==> config.mk <==
export PLATFORM = sky130hd
export DESIGN_NAME = dma_seq
export DESIGN_NICKNAME = d
export VERILOG_FILES = /design/src/rtl/dma_pkg.sv /design/src/rtl/dma_addr_ctr.sv /design/src/rtl/dma_seq.sv
export SDC_FILE = /design/constraint.sdc
export NUM_CORES = 1
export LEC_CHECK = 0
export ABC_CLOCK_PERIOD_IN_PS = 3000
export BUFFER_PORTS_ARGS = -buffer_cell sky130_fd_sc_hd__buf_4
export CAP_MARGIN = 20
export CORE_MARGIN = 3
export CORE_UTILIZATION = 52
export CTS_BUF_LIST = sky130_fd_sc_hd__clkbuf_8
export DETAILED_ROUTE_END_ITERATION = 10
export HOLD_SLACK_MARGIN = 0.06
export PLACE_DENSITY = 0.78
export SLEW_MARGIN = 20
export SYNTH_ARGS = -nofsm -noshare
export SYNTH_HDL_FRONTEND = slang
export SYNTH_SLANG_ARGS = --single-unit
==> constraint.sdc <==
create_clock -name C8M -period 3 [get_ports C8M]
set_input_delay 0.6 -clock C8M [delete_from_list [all_inputs] [get_ports C8M]]
set_output_delay 0.6 -clock C8M [all_outputs]
set_load 0.02 [all_outputs]
==> src/rtl/dma_pkg.sv <==
// Shared encodings for the REU DMA sequencer: transfer modes, FSM states, per-edge actions.
// Pure declarations; no latency, no backpressure.
package dma_pkg;

    typedef enum logic [1:0] {
        MODE_STASH  = 2'b00,
        MODE_FETCH  = 2'b01,
        MODE_SWAP   = 2'b10,
        MODE_VERIFY = 2'b11
    } mode_t;

    typedef enum logic [2:0] {
        ST_IDLE,
        ST_GRANT,
        ST_XFER,
        ST_SWAPW,
        ST_TAIL,
        ST_FINISH
    } state_t;

    typedef enum logic [2:0] {
        ACT_NONE,
        ACT_GRANT,
        ACT_BYTE,
        ACT_SWAPW,
        ACT_TAIL,
        ACT_FINISH,
        ACT_FAIL,
        ACT_IDLE
    } act_t;

    localparam logic [16:0] LEN_MAX = 17'h10000;

    // A programmed length of zero stands for a full 64 KiB transfer.
    function automatic logic [16:0] len_load(input logic [15:0] base);
        return (base == 16'h0000) ? LEN_MAX : {1'b0, base};
    endfunction

endpackage

==> src/rtl/dma_addr_ctr.sv <==
// Loadable wrapping up-counter for DMA addresses; load wins over increment, hold freezes it.
// Latency: one clock from load/inc to q; no backpressure.
module dma_addr_ctr #(
    parameter int W = 16
) (
    input  logic         clk,
    input  logic         rst,
    input  logic         load,
    input  logic [W-1:0] load_val,
    input  logic         inc,
    input  logic         hold,
    output logic [W-1:0] q
);

    always_ff @(posedge clk) begin
        if (rst) begin
            q <= '0;
        end else if (load) begin
            q <= load_val;
        end else if (inc && !hold) begin
            q <= q + W'(1);
        end
    end

endmodule

==> src/rtl/dma_seq.sv <==
// REU DMA sequencer: one byte per PHI2 cycle (two for swap); all outputs but DONE move on PHI2Fall edges.
// Latency: GO -> DMAREQ at next PHI2Fall, first byte one PHI2 cycle later; BA low inserts stall cycles.
module dma_seq
    import dma_pkg::*;
(
    input  logic        C8M,
    input  logic        RESET,
    input  logic        PHI2Fall,
    input  logic        GO,
    input  logic [1:0]  MODE,
    input  logic [15:0] C64Base,
    input  logic [23:0] REUBase,
    input  logic [15:0] LenBase,
    input  logic        FixC64,
    input  logic        FixREU,
    input  logic        AutoLoad,
    input  logic        BA,
    input  logic        CMPEQ,
    output logic        RDCMD,
    output logic        WRCMD,
    output logic [23:0] A,
    output logic [15:0] CA,
    output logic        CRW,
    output logic        CBUSEN,
    output logic        DMAREQ,
    output logic        BUSY,
    output logic        DONE,
    output logic        VERR,
    output logic [15:0] CurC64,
    output logic [23:0] CurREU,
    output logic [15:0] CurLen
);

    state_t      state;
    mode_t       xmode;
    act_t        act;
    logic        stall;
    logic        armed;
    logic [16:0] len;
    logic        wpend;
    logic [23:0] waddr;
    logic        ld_cnt;
    logic        inc_cnt;

    // len is decremented when a byte starts, so zero here means the byte just closing was the last.
    always_comb begin
        act = ACT_NONE;
        case (state)
            ST_IDLE:   if (armed) act = ACT_GRANT;
            ST_GRANT:  act = ACT_BYTE;
            ST_XFER: begin
                if (stall)                                 act = ACT_BYTE;
                else if (xmode == MODE_SWAP)               act = ACT_SWAPW;
                else if (xmode == MODE_VERIFY && !CMPEQ)   act = ACT_FAIL;
                else if (len == 17'd0)                     act = (xmode == MODE_STASH) ? ACT_TAIL : ACT_FINISH;
                else                                       act = ACT_BYTE;
            end
            ST_SWAPW: begin
                if (stall)             act = ACT_SWAPW;
                else if (len == 17'd0) act = ACT_FINISH;
                else                   act = ACT_BYTE;
            end
            ST_TAIL:   act = ACT_FINISH;
            ST_FINISH: act = ACT_IDLE;
            default:   act = ACT_NONE;
        endcase
    end

    assign ld_cnt  = PHI2Fall && ((act == ACT_GRANT) ||
                                  (((act == ACT_FINISH) || (act == ACT_FAIL)) && AutoLoad));
    assign inc_cnt = PHI2Fall && (act == ACT_BYTE) && BA;
    assign CurLen  = len[15:0];

    dma_addr_ctr #(.W(16)) u_c64_ctr (
        .clk      (C8M),
        .rst      (RESET),
        .load     (ld_cnt),
        .load_val (C64Base),
        .inc      (inc_cnt),
        .hold     (FixC64),
        .q        (CurC64)
    );

    dma_addr_ctr #(.W(24)) u_reu_ctr (
        .clk      (C8M),
        .rst      (RESET),
        .load     (ld_cnt),
        .load_val (REUBase),
        .inc      (inc_cnt),
        .hold     (FixREU),
        .q        (CurREU)
    );

    always_ff @(posedge C8M) begin
        if (RESET) begin
            state  <= ST_IDLE;
            xmode  <= MODE_STASH;
            stall  <= 1'b0;
            armed  <= 1'b0;
            len    <= '0;
            wpend  <= 1'b0;
            waddr  <= '0;
            RDCMD  <= 1'b0;
            WRCMD  <= 1'b0;
            A      <= '0;
            CA     <= '0;
            CRW    <= 1'b1;
            CBUSEN <= 1'b0;
            DMAREQ <= 1'b0;
            BUSY   <= 1'b0;
            DONE   <= 1'b0;
            VERR   <= 1'b0;
        end else begin
            DONE <= 1'b0;
            // GO is remembered until the next PHI2 boundary so every visible change stays phase-aligned.
            if (GO && (state == ST_IDLE) && !armed) armed <= 1'b1;
            if (PHI2Fall) begin
                case (act)
                    ACT_GRANT: begin
                        state  <= ST_GRANT;
                        armed  <= 1'b0;
                        xmode  <= mode_t'(MODE);
                        len    <= len_load(LenBase);
                        VERR   <= 1'b0;
                        DMAREQ <= 1'b1;
                        BUSY   <= 1'b1;
                    end
                    ACT_BYTE: begin
                        state <= ST_XFER;
                        stall <= !BA;
                        if (!BA) begin
                            // VIC owns the bus: only a deferred stash write may still go to SDRAM.
                            CBUSEN <= 1'b0;
                            RDCMD  <= 1'b0;
                            CRW    <= 1'b1;
                            WRCMD  <= wpend;
                            if (wpend) A <= waddr;
                            wpend  <= 1'b0;
                        end else begin
                            CA     <= CurC64;
                            len    <= len - 17'd1;
                            CBUSEN <= 1'b1;
                            case (xmode)
                                MODE_STASH: begin
                                    RDCMD <= 1'b0;
                                    CRW   <= 1'b1;
                                    WRCMD <= wpend;
                                    if (wpend) A <= waddr;
                                    waddr <= CurREU;
                                    wpend <= 1'b1;
                                end
                                MODE_FETCH: begin
                                    RDCMD <= 1'b1;
                                    WRCMD <= 1'b0;
                                    CRW   <= 1'b0;
                                    A     <= CurREU;
                                end
                                default: begin
                                    RDCMD <= 1'b1;
                                    WRCMD <= 1'b0;
                                    CRW   <= 1'b1;
                                    A     <= CurREU;
                                end
                            endcase
                        end
                    end
                    ACT_SWAPW: begin
                        state  <= ST_SWAPW;
                        stall  <= !BA;
                        RDCMD  <= 1'b0;
                        WRCMD  <= BA;
                        CRW    <= !BA;
                        CBUSEN <= BA;
                    end
                    ACT_TAIL: begin
                        state  <= ST_TAIL;
                        CBUSEN <= 1'b0;
                        RDCMD  <= 1'b0;
                        WRCMD  <= 1'b1;
                        CRW    <= 1'b1;
                        A      <= waddr;
                        wpend  <= 1'b0;
                    end
                    ACT_FINISH, ACT_FAIL: begin
                        state  <= ST_FINISH;
                        stall  <= 1'b0;
                        wpend  <= 1'b0;
                        DMAREQ <= 1'b0;
                        CBUSEN <= 1'b0;
                        RDCMD  <= 1'b0;
                        WRCMD  <= 1'b0;
                        CRW    <= 1'b1;
                        DONE   <= 1'b1;
                        if (act == ACT_FAIL) VERR <= 1'b1;
                        if (AutoLoad) len <= len_load(LenBase);
                    end
                    ACT_IDLE: begin
                        state <= ST_IDLE;
                        BUSY  <= 1'b0;
                    end
                    default: ;
                endcase
            end
        end
    end

endmodule

==> metrics, run 1 <==
Distinct cells, synth=71; leading area contributor after synthesis=dfxtp_1; Finished Core Util=68.93%; TritonCTS buffer count=17; largest family of logic cells by synthesized area=simple AND/OR/NAND/NOR gates; GRT Residual Overflow=0; Fin Hold WS=353.6 ps; antenna viol nets, final=0; # port buffers=170; Synth Area in Adders=0.6972%; fraction of layout cells with a size suffix above 1=26.76%; Worst Path Required=3330 ps; RSZ-0062 raised after global routing=false; Final Net Count=1,124; delay-heaviest family, CP=compound AO/OA/AOI/OAI gates; antenna violations before repair=0; status=finished clean; highest-delay cell along the critical path=a221o_1; Final Hold Fails=0; Slew @ Worst Pin=891.1 ps; mux cell area share after synthesis=3.765%; Worst Setup SP=len[1]; Async S/R FF share, synth=0%; ant diodes=0; clock buffer depth=2; commonest non-fill, non-tap cell in the layout=buf_4; Slew Limit Fails=0; Leak=3.608 nW; Mapped Area=7178 um2; gpl congestion=0.9102; slack of the critical path=160.5 ps; Ys Warns=0; number of flops mapped to enable cells by yosys=0; Vias=7,361; H-tree Lvls=4; Power Dens Cells=697.8 nW/um2; Clock Skews=8.701 ps; Reg2Reg Launch Point=len[1]; first drt pass iteration count=5; WL/cell=16.74 um; xor/xnor share of the synthesized area=1.464%; Worst Hold Class=in -> reg; vias in the first global route=6,432; # Max-Cap Violations=0; Placed Cells incl. Taps=1,210; type of origin of the critical path=register; CP Capture Type=register; largest net degree at the start of global routing=79; Slew headroom=40.59%; ranking of synthesized cells by area=dfxtp_1, nand2_1, a21oi_1; synthesis-to-finish area growth=28.17%; flops & latches, synth=137; Worst Path Max Fanout=24; ys flop type=dfxtp_1; Initial Util=53.78%; core area=13,350 um2; slowest stage delay, CP=370 ps; post-place setup slack=-70.57 ps; Final min period=2839 ps; I/O pins=171; Final period util=94.65%; maximum vdd drop=0.4090 mV; total power=6.419 mW; postcts setup bufs=0; first-pass GRT wire length=32.52 mm; Setup-failing EPs final=0; row cnt=42; internal reg-to-reg setup slack=160 ps; hold_sp=C64Base[3]; area share of the largest cell type after synthesis=38.21%; Critical Path Most Common Cell=buf_4; Die X=123.5 um; CP Buf/Inv Count=4; commonest cells after routing, fill and taps aside=buf_4, nand2_1, dfxtp_1, nor2_1, a21oi_1; gr usage total=26.70%; Clock transition at path regs=80 ps; Cells after Synth=882; # DRC=0; CTS sink count=137; register area share after synthesis=38.21%; Peak Freq=352.2 MHz; critical path cell sequence=inv_1 > ha_1 > nor3b_1 > and3_1 > buf_4 > a311oi_4 > buf_4 > nand2_1 > o21ai_0 > a31oi_2 > buf_4 > a221o_1; CTS Root Cell=clkbuf_8; Vias/cell=5.932; Post-DP HPWL=14.79 mm; simple-gate share of the synthesized area=27.71%; 1st-iter DRT viols=481; critical path class=reg -> reg; Synthesized Nets=953; worst skew pair latency=450 ps; final wirelength=20.78 mm; DIE AREA=15,250 um2; arrival time worst endpoint=3170 ps; post-synthesis compound-gate area fraction=22.14%; Die Y=123.5 um; Syn Area/Cell=8.138 um2; TritonCTS clock tree=yes; Non-Filler Instances=1,241
[per-stage QoR]
stage	TNS, ps	area, um2
detailed placement	-315.9	8766
global placement	-11.87	8760
CTS	0	9194
floorplan	0	7178
global route	0	9200
finish	0	9200
[tightest hold or removal path, stage by stage]
cell     delay (ps)
buf_4            80
nand2_1          40
nand3_1          60
[final timing paths]
| path | to | cells past startpoint |
|---|---|---|
| max | A[7] | 12 |
| min | u_c64_ctr.q[3] | 3 |
| max reg2reg | A[7] | 12 |
| min reg2reg | CA[9] | 2 |
[cell type report]
type | count | area, um2
multi-input combinational | 661 | 4036
timing repair buffer | 222 | 1729
inverter | 14 | 52.55
clock inverter | 11 | 143.9
tap | 176 | 220.2
clock buffer | 20 | 275.3
fill | 1153 | 4148
sequential | 137 | 2743
[registers in the layout, summed over array words and instances, names as in the netlist, 2 cells and up]
signal and flops:
A 24, u_reu_ctr.q 24, waddr 24, len 17, CA 16, u_c64_ctr.q 16, state 3, xmode 2
[repair_timing]
action	in CTS	in global routing
hold buffers	0	0
gates resized for setup	2	1
endpoints found under the setup margin	16	48
[power by group]
group | internal (mW) | switching [mW]
Combinational | 1.03 | 1.51
Clock | 0.885 | 0.732
Sequential | 2.00 | 0.260
[metal layers]
metal,GRT usage [%],share of wire (%),vias to the layer above
met5,0,0,-
met4,8.028,1.6,0
met3,6.313,8.3,31
met2,40.30,45,322
met1,37.90,45,3461
li1,-,-,3547
[kinds of logic after synthesis]
| logic type | Yosys count |
|---|---|
| simple gates | 395 |
| flops | 137 |
| buf+inv | 84 |
| compound gates | 223 |
| mux | 27 |
| xor+xnor | 12 |
| fa+ha+maj | 4 |
[synthesized netlist by cell type (5+ instances only)]
cell	n
nand2_1	148
dfxtp_1	137
nor2_1	60
a21oi_1	54
o21ai_0	45
nand3_1	40
and2_1	36
clkbuf_1	29
mux2i_1	27
a221o_1	24
buf_4	21
nor4_1	20
a31oi_1	19
buf_2	18
nor3_1	18
a211oi_1	15
inv_1	13
nand4_1	13
and3_1	9
nor2b_1	8
a21o_1	7
a2bb2oi_1	7
o311ai_0	7
xor2_1	7
a311oi_1	5
a32oi_1	5
nand2b_1	5
or3_1	5
or4_1	5
xnor2_1	5
Note: power is estimated with default switching activity, not from simulation.
==> run 2: changes to the inputs <==
--- a/config.mk
+++ b/config.mk
@@ -8,6 +8,7 @@
 export ABC_CLOCK_PERIOD_IN_PS = 3000
 export BUFFER_PORTS_ARGS = -buffer_cell sky130_fd_sc_hd__buf_4
 export CAP_MARGIN = 20
+export CORE_ASPECT_RATIO = 0.9
 export CORE_MARGIN = 3
 export CORE_UTILIZATION = 52
 export CTS_BUF_LIST = sky130_fd_sc_hd__clkbuf_8
==> run 2 against run 1 <==
Compared with the run above:
- worst hold slack got worse by 22 ps
- sequential power about the same
- clock power about the same
- global-route usage about the same
- final area decreased by 0.97%
- via count decreased by 1.9%
- largest cell class unchanged
==> metrics, run 2 (synthesis results as in run 1) <==
first-pass GRT wire length=33.11 mm; H-tree Lvls=4; Clock transition at path regs=80 ps; Setup-failing EPs final=0; Slew headroom=51.03%; Final min period=2861 ps; status=finished clean; Slew @ Worst Pin=734.6 ps; worst skew pair latency=460 ps; gr usage total=26.67%; Setup TNS=0 ps; RSZ-0062 raised after global routing=false; arrival time worst endpoint=3230 ps; # DRC=0; Worst Path Required=3370 ps; clock buffer depth=2; Final Hold Fails=0; Worst Reg-to-Reg Cells=10; Power Dens Cells=693.5 nW/um2; critical path cell sequence=inv_1 > ha_1 > nor3b_1 > and3_1 > a311oi_4 > nand4_2 > buf_4 > or3_1 > a211o_1 > o31ai_1; CTS Root Cell=clkbuf_8; WL/cell=16.97 um; critical path class=reg -> reg; internal reg-to-reg setup slack=140 ps; TritonCTS buffer count=17; ant diodes=0; type of origin of the critical path=register; # Max-Cap Violations=0; GRT Residual Overflow=0; first drt pass iteration count=6; Post-DP HPWL=14.58 mm; total power=6.319 mW; Peak Freq=349.6 MHz; 1st-iter DRT viols=667; Reg2Reg Launch Point=len[1]; slowest stage delay, CP=410 ps; # port buffers=170; largest net degree at the start of global routing=52; commonest non-fill, non-tap cell in the layout=buf_4; core area=13,410 um2; vias in the first global route=6,417; highest-delay cell along the critical path=a311oi_4; fraction of layout cells with a size suffix above 1=25.86%; Die X=129.8 um; Slew Limit Fails=0; antenna viol nets, final=0; CP Capture Type=register; row cnt=40; Clock Skews=13.85 ps; postcts setup bufs=0; DIE AREA=15,250 um2; I/O pins=171; TritonCTS clock tree=yes; Worst Hold Class=in -> reg; antenna violations before repair=0; commonest cells after routing, fill and taps aside=buf_4, nand2_1, dfxtp_1, nor2_1, a21oi_1; Worst Path Max Fanout=33; Worst Setup SP=len[1]; synthesis-to-finish area growth=26.93%; Leak=3.542 nW; Largest regs=A: 24 flops, u_reu_ctr.q: 24 flops, waddr: 24 flops; RR Endpoint=len[4]; gpl congestion=0.9607; maximum vdd drop=0.4215 mV; Vias=7,218; Initial Util=53.52%; Final Net Count=1,111; Worst setup endpoint=len[4]; Filler Cell Count=1,142; final wirelength=20.71 mm; Vias/cell=5.916; CTS sink count=137; hold buffers post-CTS=0; Final period util=95.35%; Die Y=117.5 um
run 2: cell types whose count changed in the layout (fill, tap and decap cells not counted), sizes merged:
cell,delta
buf,-13
bufinv,+1
clkbuf,-3
clkinv,+1
inv,+1
run 2: through the flow:
step	utilization [%]	cell area, um2	hold slack (ps)	std cells	setup WS (ps)
2_1_floorplan	-	7178	434.6	882	320.3
3_3_place_gp	64.69	8677	442.6	1189	183.0
3_5_place_dp	64.69	8677	447.9	1189	36.16
4_1_cts	67.81	9095	316.1	1220	135.4
5_1_grt	67.93	9111	325.9	1220	21.66
6_report	67.93	9111	331.6	1220	139.5
run 2: layout make-up:
| cell class | count | area (um2) | share of cell area (%) |
|---|---|---|---|
| tap | 168 | 210.2 | 2.307 |
| sequential | 137 | 2743 | 30.10 |
| timing repair buffer | 209 | 1657 | 18.18 |
| clock buffer | 17 | 234.0 | 2.568 |
| multi-input combinational | 661 | 4034 | 44.27 |
| inverter | 14 | 52.55 | 0.5768 |
| clock inverter | 14 | 181.4 | 1.991 |
run 2: power breakdown:
| group | internal [mW] | total [mW] | switching [mW] |
|---|---|---|---|
| logic | 0.965 | 2.42 | 1.45 |
| registers | 2.00 | 2.28 | 0.274 |
| clock network | 0.892 | 1.63 | 0.733 |
| total | 3.86 | 6.32 | 2.46 |
run 2: per-layer routing:
metal | vias to the layer above | share of wire (%) | global-route usage [%]
li1 | 3540 | - | -
met4 | 0 | 2.5 | 10.00
met3 | 39 | 6.3 | 5.490
met1 | 3374 | 46 | 37.81
met5 | - | 0 | 0
met2 | 265 | 45 | 39.92
run 2: worst min path at each step:
stage,slack [ps],startpoint,end,cells after the start
after global placement,440,waddr[8],waddr[8],2
after detailed placement,450,CA[10],CA[10],2
after CTS,320,C64Base[7],u_c64_ctr.q[7],3
final,330,C64Base[8],u_c64_ctr.q[8],3
after floorplan,430,waddr[0],waddr[0],2
after global routing,330,C64Base[8],u_c64_ctr.q[8],3
run 2: worst max-delay path: cells and delay by family (launching register included):
family | cells | cell delay [ps]
buf+inv | 2 | 390
fa+ha+maj | 1 | 180
flops | 1 | 390
compound gates | 3 | 760
simple gates | 4 | 1020
run 2: what timing repair did:
action | CTS | global route
resized for setup | 1 | 4
endpoints found under the hold margin | 0 | 0
endpoints found under the setup margin | 1 | 29
